[config.mk]
export PLATFORM = sky130hd
export DESIGN_NAME = mm_host
export DESIGN_NICKNAME = d
export VERILOG_FILES = /design/src/rtl/mm_host_pkg.sv /design/src/rtl/mm_host_buf.sv /design/src/rtl/mm_host.sv
export SDC_FILE = /design/constraint.sdc
export NUM_CORES = 1
export LEC_CHECK = 0
export ABC_AREA = 1
export CAP_MARGIN = 15
export CORE_MARGIN = 5
export CORE_UTILIZATION = 50
export DETAILED_ROUTE_END_ITERATION = 10
export GPL_ROUTABILITY_DRIVEN = 0
export MAX_ROUTING_LAYER = met4
export PLACE_DENSITY = 0.65
export SETUP_SLACK_MARGIN = 0.5
export SLEW_MARGIN = 40
export SYNTH_ARGS = -nofsm -noshare
export SYNTH_HDL_FRONTEND = slang
export SYNTH_SLANG_ARGS = --single-unit
[constraint.sdc]
create_clock -name clk -period 4.1 [get_ports clk]
set_input_delay 0.82 -clock clk [delete_from_list [all_inputs] [get_ports clk]]
set_output_delay 0.82 -clock clk [all_outputs]
set_load 0.02 [all_outputs]
[src/rtl/mm_host_pkg.sv]
// mm_host_pkg: state encoding and operand/result count helpers for the matrix-multiply host.
package mm_host_pkg;
  typedef enum logic [2:0] {LOAD, START, SEND, WAIT, CAPT, DRAIN} state_t;
  function automatic int ops(input int n);
    return 2 * n * n;
  endfunction
  function automatic int res(input int n);
    return n * n;
  endfunction
endpackage

[src/rtl/mm_host_buf.sv]
// mm_host_buf: single-clock byte RAM, one write port and one asynchronous read port.
module mm_host_buf #(
  parameter int DW = 8,
  parameter int DEPTH = 8,
  parameter int AW = $clog2(DEPTH)
) (
  input  logic          clk,
  input  logic          we,
  input  logic [AW-1:0] waddr,
  input  logic [DW-1:0] wdata,
  input  logic [AW-1:0] raddr,
  output logic [DW-1:0] rdata
);
  logic [DW-1:0] mem [DEPTH];
  always_ff @(posedge clk)
    if (we) mem[waddr] <= wdata;
  assign rdata = mem[raddr];
endmodule

[src/rtl/mm_host.sv]
// mm_host: host-side sequencer that loads A/B operands, streams them to a multiplier and drains C.
// Optional watchdog on the done wait is enabled by defining MM_HOST_TIMEOUT_EN.
module mm_host
  import mm_host_pkg::*;
#(
  parameter int DW = 8,
  parameter int N = 4,
  parameter int TO_CYC = 1024
) (
  input  logic          clk,
  input  logic          reset,
  input  logic [DW-1:0] in_data,
  input  logic          in_valid,
  output logic          in_ready,
  output logic [DW-1:0] out_data,
  output logic          out_valid,
  input  logic          out_ready,
  output logic          acc_start,
  output logic [DW-1:0] acc_data_in,
  input  logic [DW-1:0] acc_data_out,
  input  logic          acc_done,
  output logic          busy,
  output logic          err
);
  localparam int OPS = ops(N);
  localparam int RES = res(N);
  localparam int AW = $clog2(OPS);
  localparam int CW = AW + 1;
  state_t state, state_d;
  logic [CW-1:0] idx, idx_d;
  logic [DW-1:0] op_rd;
  logic last, adv, to;
  // One index serves every phase; its terminal value depends on whether operands or results are walked.
  assign last = idx == ((state == LOAD || state == SEND) ? CW'(OPS - 1) : CW'(RES - 1));
  assign in_ready = state == LOAD;
  assign busy = state != LOAD;
  assign acc_start = state == START;
  assign acc_data_in = state == SEND ? op_rd : '0;
  assign out_valid = state == DRAIN;
  mm_host_buf #(.DW(DW), .DEPTH(OPS)) u_op (
    .clk(clk), .we(state == LOAD && in_valid), .waddr(idx[AW-1:0]), .wdata(in_data),
    .raddr(idx[AW-1:0]), .rdata(op_rd)
  );
  mm_host_buf #(.DW(DW), .DEPTH(OPS)) u_res (
    .clk(clk), .we(state == CAPT), .waddr(idx[AW-1:0]), .wdata(acc_data_out),
    .raddr(idx[AW-1:0]), .rdata(out_data)
  );
  always_comb begin
    adv = (state == LOAD && in_valid) || state == SEND || state == CAPT || (state == DRAIN && out_ready);
    idx_d = adv ? (last ? '0 : idx + CW'(1)) : idx;
    state_d = state;
    case (state)
      LOAD:    state_d = adv && last ? START : LOAD;
      START:   state_d = SEND;
      SEND:    state_d = last ? WAIT : SEND;
      WAIT:    state_d = acc_done ? CAPT : (to ? LOAD : WAIT);
      CAPT:    state_d = last ? DRAIN : CAPT;
      DRAIN:   state_d = adv && last ? LOAD : DRAIN;
      default: state_d = LOAD;
    endcase
  end
  always_ff @(posedge clk or posedge reset)
    if (reset) begin
      state <= LOAD;
      idx <= '0;
    end else begin
      state <= state_d;
      idx <= idx_d;
    end
`ifdef MM_HOST_TIMEOUT_EN
  localparam int TW = $clog2(TO_CYC + 1);
  logic [TW-1:0] wd;
  logic err_q;
  assign to = state == WAIT && !acc_done && wd == TW'(TO_CYC - 1);
  assign err = err_q;
  always_ff @(posedge clk or posedge reset)
    if (reset) begin
      wd <= '0;
      err_q <= 1'b0;
    end else begin
      wd <= state == WAIT ? wd + TW'(1) : '0;
      if (to) err_q <= 1'b1;
    end
`else
  assign to = 1'b0;
  assign err = 1'b0;
`endif
endmodule

==> impl_metrics.tcl, run 1 <==
set metrics [dict create \
    status "finished, final reports clean" \
    cpPeakStageDelay_ns 0.62 \
    drive_gt1_share_pct 11.48 \
    synth_top_cells_by_area "edfxtp_1 70%, nand2_1 9.7%, inv_1 3.2%" \
    vias 14670 \
    drt-wirelength-per-cell_um 20.70 \
    cts_sinks 521 \
    clockBufferDepth 3 \
    layout_setup_ws_ns 0.4159 \
    rsz0062_at_grt "yes" \
    ys.flop_type "edfxtp_1" \
    drt-total-wl_mm 56.25 \
    syn_nets 2022 \
    drt-initial-drc-count 1215 \
    netlist_area_um2 22070 \
    hpwl_mm 30.86 \
    ys_seq_area_share_pct 70.70 \
    yosysMostFrequentCell "nand2_1" \
    synth_common_cells "573 x nand2_1, 512 x edfxtp_1, 191 x inv_1" \
    grt_overflow 0 \
    vias_per_cell 5.397 \
    period_needed_ns 3.684 \
    die_w_um 220.1 \
    grt_max_degree 80 \
    dieArea_um2 48430 \
    clockRootBuffer "clkbuf_16" \
    timing.rr.start "idx[1]" \
    synth_cell_types 28 \
    arrival_ns 2.86 \
    synthCells 1997 \
    place_inst 2606 \
    cellLeakagePower_uw 0.009842 \
    clkLatencyLatePin_ns 0.60 \
    fin_setup_tns_ns 0 \
    dp_slack_ns 0.5727 \
    required_ns 3.28 \
    coreArea_um2 43930 \
    endpoint_kind "output pin" \
    io_pins 42 \
    slew_violations 0 \
    relSlewSlack_pct 48.26 \
    critPathLaunch "idx[3]" \
    vdd_ir_drop_max_v 0.0004212 \
    hp-class "primary input to async pin" \
    finalHoldViolCount 0 \
    crit_path_cell_trace "nor3_4 -> buf_4 -> nand2_1 -> nand2_1 -> nor2_1 -> nand2_1 -> clkdlybuf4s50_1" \
    cts_buffers 52 \
    finalSetupViolCount 0 \
    finalNonFillerCells 2718 \
    dieHeight_um 220.1 \
    n_antenna_cell 0 \
    power.total_uw 16480 \
    drtAntennaViolNets 0 \
    whs_ns 0.4936 \
    path_buf_inv 2 \
    drc 0 \
    worstSetupPathType "flop to output pin" \
    crit_family "buffers and inverters" \
    syn_to_final_growth_pct 14.91 \
    initial_utilization_pct 50.23 \
    max_freq_ghz 0.2714 \
    synth_top_cell_by_area "edfxtp_1" \
    synth-seq-cells 521 \
    grt_pass1_vias 14530 \
    grt_pass1_wl_mm 85.11 \
    ys_warn_count 0 \
    antenna_found_initial 0 \
    worst_clock_skew_ns 0.02253 \
    fin_crit_sh_pct 89.86 \
    cp_max_fo 9 \
    synth.avg_cell_area_um2 11.05 \
    nNetsFinal 2116 \
    synth-async-reset-ratio_pct 1.727 \
    cp_slowest_cell "clkdlybuf4s50_1" \
    rows 77 \
    synth_edf_count 512 \
    worst_pin_slew_ns 0.7719 \
    cts_hold_buf 0 \
    power.density_nw_per_um2 649.8 \
    htree_levels 2 \
    cp-start-kind "flop" \
    numPortBuffers 40 \
    first_pass_iters 6 \
    clkTransAtPathRegs_ns 0.06 \
    drv_cap 0 \
    cts_tree "built" \
    grt_usage_pct 23.92 \
    cp_common_cell "nand2_1" \
    synth_top_cell_area_share_pct 69.68 \
]
[metal layers]
layer	global-route usage, %	up-vias	share of wire, %
li1	-	6913	-
met1	30.69	7101	40
met2	39.34	533	50
met3	3.077	123	6.6
met4	9.153	0	3.4
met5	-	-	0
[layout by cell type, fill, tap and decap left out, types with 2 or more instances in the layout]
| cell | netlist | routed |
|---|---|---|
| buf_16 | 0 | 8 |
| nor3_1 | 64 | 43 |
| clkdlybuf4s50_1 | 0 | 23 |
| edfxtp_1 | 512 | 512 |
| nor2_2 | 5 | 6 |
| xor2_1 | 4 | 4 |
| nand4_1 | 5 | 5 |
| o21ai_0 | 142 | 140 |
| dlygate4sd2_1 | 0 | 4 |
| nor3_4 | 2 | 3 |
| a21oi_1 | 10 | 9 |
| dfrtp_4 | 0 | 2 |
| o21ai_1 | 13 | 15 |
| inv_6 | 0 | 3 |
| ha_1 | 4 | 4 |
| bufbuf_16 | 0 | 3 |
| buf_2 | 46 | 2 |
| inv_1 | 191 | 188 |
| clkbuf_1 | 33 | 17 |
| dfrtp_1 | 9 | 5 |
| dfrtp_2 | 0 | 2 |
| nor2_1 | 181 | 179 |
| clkbuf_16 | 0 | 54 |
| buf_6 | 15 | 3 |
| clkinv_1 | 0 | 8 |
| clkinv_2 | 0 | 8 |
| nand2_1 | 573 | 572 |
| buf_12 | 0 | 7 |
| o22ai_1 | 56 | 56 |
| buf_4 | 15 | 87 |
| dlymetal6s2s_1 | 0 | 2 |
| inv_2 | 11 | 12 |
| clkbuf_2 | 0 | 7 |
| nor3_2 | 5 | 25 |
| nand2_2 | 3 | 3 |
| nand3_1 | 93 | 93 |
[registers in the layout, indices dropped and copies added, names as in the netlist]
register   flops
u_op.mem     256
state          3
u_res.mem    256
idx            6
[cell families (layout without fill, tap and decap cells)]
logic type                 count (synthesis)  in the layout  share of synthesized area (%)
other                                      1              1                        0.01699
AOI/OAI and AO/OA                        221            221                          5.330
and+or+nand+nor                          933            933                          17.21
adders and majority gates                  4              4                         0.2268
buffers and inverters                    313            442                          6.362
xor gates and xnor gates                   4              4                         0.1587
DFF                                      521            521                          70.70
[cell type report]
type | count | area [µm²]
Clock buffer | 71 | 1404
Clock inverter | 18 | 87.58
Fill cell | 3638 | 18580
Inverter | 203 | 784.5
Multi-Input combinational cell | 1163 | 5195
Sequential cell | 521 | 15610
Tap cell | 592 | 740.7
Timing Repair Buffer | 149 | 1526
Timing Repair inverter | 1 | 8.758
[final timing paths]
| kind | end | cells past startpoint | slack, ns |
|---|---|---|---|
| worst max-delay path | out_data[6] | 7 | 0.42 |
| worst min-delay path | state[1] | 2 | 0.49 |
| worst max register to register | u_res.mem[13][7] | 7 | 1.42 |
| worst min register to register | idx[5] | 2 | 0.59 |
| max in group asynchronous | idx[0] | 2 | 3.28 |
| min in group clk | idx[5] | 2 | 0.59 |
[repair_timing]
action	in CTS	in global routing
endpoints found under the setup margin	16	15
gates cloned	5	2
setup buffers	13	3
gates resized for setup	35	28
pin swaps	2	0
[metrics by stage]
step,util [%],cell area [µm²]
floorplan,-,22070
global route,57.72,25360
detailed placement,53.31,23420
CTS,57.56,25290
finish,57.72,25360
global placement,53.09,23320
[worst register-to-register path, cell delays in order (launching register included)]
cell       delay [ns]
dfrtp_4          0.55
inv_8            0.15
bufbuf_16        0.36
ha_1             0.18
inv_2            0.25
buf_4            0.25
nor3_1           0.42
buf_4            0.25
[power breakdown]
part	switching [µW]	total (µW)	internal [µW]
registers	141	6180	6040
clock network	1920	4290	2380
logic	4050	6000	1950
Note: power is estimated with default switching activity, not from simulation.
==> run 2, diff against run 1 <==
SETUP_SLACK_MARGIN = 0.15   (was 0.5)
==> run 2 against run 1 <==
Effect of this change:
- clock-buffer cell count unchanged
- cell count down 0.48%
- critical path type unchanged
- sequential cell count unchanged
==> impl_metrics.tcl, run 2 (synthesis results as in run 1) <==
set metrics [dict create \
    status "finished, final reports clean" \
    endpoint_kind "output pin" \
    layout_commonest_cell "nand2_1" \
    regArea_um2 15610 \
    worst_clock_skew_ns 0.02008 \
    initial_utilization_pct 50.23 \
    place_inst 2606 \
    grt_pass1_wl_mm 83.17 \
    wl_met1_mm 22.22 \
    drtAntennaViolNets 0 \
    clkTransAtPathRegs_ns 0.06 \
    htree_levels 2 \
    grt_usage_pct 23.21 \
    die_w_um 220.1 \
    first_pass_iters 5 \
    dieHeight_um 220.1 \
    clockBufferDepth 3 \
    power.total_uw 16150 \
    dp_slack_ns 0.5727 \
    coreArea_um2 43930 \
    rows 77 \
    io_pins 42 \
    arrival_ns 3.07 \
    layout_common_cells "572 x nand2_1, 512 x edfxtp_1, 188 x inv_1" \
    cts_hold_buf 0 \
    worst_r2r_endpoint "u_res.mem[14][6]" \
    drive_gt1_share_pct 10.36 \
    cts_sinks 521 \
    grt_pass1_vias 14280 \
    period_needed_ns 3.892 \
    drv_cap 0 \
    drt-initial-drc-count 1317 \
    required_ns 3.28 \
    finalSetupViolCount 0 \
    dieArea_um2 48430 \
    cp-start-kind "flop" \
    nNetsFinal 2103 \
    antenna_found_initial 0 \
    n_antenna_cell 0 \
    numPortBuffers 40 \
    finalNonFillerCells 2705 \
    reg.largest.list "u_op.mem (256), u_res.mem (256), idx (6)" \
    grt_max_degree 129 \
    fillCellCount 3657 \
    rrSetupSlack_ns 1.20 \
    clockRootBuffer "clkbuf_16" \
    critPathLaunch "idx[3]" \
    fin_setup_tns_ns 0 \
    cp_max_fo 9 \
    clkLatencyLatePin_ns 0.61 \
    cts_tree "built" \
    power.density_nw_per_um2 641.9 \
    fin_crit_sh_pct 94.92 \
    relSlewSlack_pct 49.66 \
    cts_buffers 52 \
    slew_violations 0 \
    vias_per_cell 5.387 \
    hp-class "primary input to async pin" \
    syn_to_final_growth_pct 14.03 \
    worstSetupPathType "flop to output pin" \
    worst_pin_slew_ns 0.7510 \
    ff2ff_path_depth 7 \
    max_freq_ghz 0.2570 \
    finalHoldViolCount 0 \
    dr.max_layer_used "met4" \
    drt-total-wl_mm 54.45 \
    vdd_ir_drop_max_v 0.0004216 \
    wl_met2_mm 27.20 \
    timing.rr.start "idx[0]" \
    multi_input_area_um2 5186 \
    hpwl_mm 30.86 \
    layout_setup_ws_ns 0.2084 \
    drt-wirelength-per-cell_um 20.13 \
    rsz0062_at_grt "yes" \
    vias 14570 \
    grt_overflow 0 \
    worstSetupEndpoint "out_data[0]" \
    cellLeakagePower_uw 0.009783 \
    wl_met3_mm 3.526 \
    drc 0 \
]
==> run 2: cell types whose count changed in the layout (fill, tap and decap cells not counted), moves of 2 or more <==
cell and change:
buf_12 -2, buf_16 -3, buf_4 -7, bufbuf_16 -2, clkbuf_2 -7, clkdlybuf4s50_1 +9, dlygate4sd2_1 -4, dlymetal6s2s_1 +4
nor2_1 +2, nor2_2 -2, o21ai_0 +2, o21ai_1 -2
==> run 2: how the worst min path moves through the flow <==
stage / start / end / slack [ns] / depth (start not counted)
after global placement: idx[5] / idx[5] / 0.57 / 2
final: reset / state[1] / 0.50 / 2
after floorplan: idx[5] / idx[5] / 0.54 / 2
after global routing: reset / state[1] / 0.52 / 2
after CTS: reset / state[1] / 0.48 / 2
after detailed placement: idx[5] / idx[5] / 0.58 / 2
==> run 2: cell type report <==
type	count	share of cell area, %
Clock buffer	71	5.579
Clock inverter	18	0.3481
Inverter	203	3.078
Multi-Input combinational cell	1163	20.61
Sequential cell	521	62.03
Tap cell	592	2.944
Timing Repair Buffer	137	5.410
==> run 2: where the power goes <==
group / leakage, µW / switching [µW] / internal (µW)
Sequential: 0.00472 / 162 / 6040
Combinational: 0.00433 / 3870 / 1800
Clock: 0.000733 / 1910 / 2380
Total: 0.00978 / 5940 / 10200
==> run 2: metal layers <==
| metal | up-vias | track usage, % |
|---|---|---|
| li1 | 6879 | - |
| met1 | 7074 | 30.13 |
| met2 | 516 | 38.51 |
| met3 | 103 | 2.803 |
| met4 | 0 | 7.760 |
| met5 | - | - |
==> run 2: worst max-delay path, stage by stage, from the launching register on <==
cell and delay, ns:
dfrtp_1 0.62, nand2_2 0.16, nor2_4 0.36, buf_4 0.24, nand2_1 0.10, nand2_1 0.15
nor2_1 0.07, nand2_1 0.13, clkdlybuf4s50_1 0.63
==> run 2: metrics by stage <==
step | utilization (%) | area [µm²] | hold WS, ns
2_1_floorplan | - | 22070 | 0.5389
3_3_place_gp | 53.09 | 23320 | 0.5666
3_5_place_dp | 53.31 | 23420 | 0.5827
4_1_cts | 57.03 | 25050 | 0.4781
5_1_grt | 57.28 | 25160 | 0.5157
6_report | 57.28 | 25160 | 0.4961
==> run 2: timing repair <==
| item | in CTS | in global routing |
|---|---|---|
| setup endpoints to repair | 16 | 16 |
| setup buffers | 4 | 4 |
| hold endpoints to repair | 0 | 0 |
| gates cloned | 1 | 1 |
| pin swaps | 1 | 1 |
| gates resized for setup | 8 | 12 |
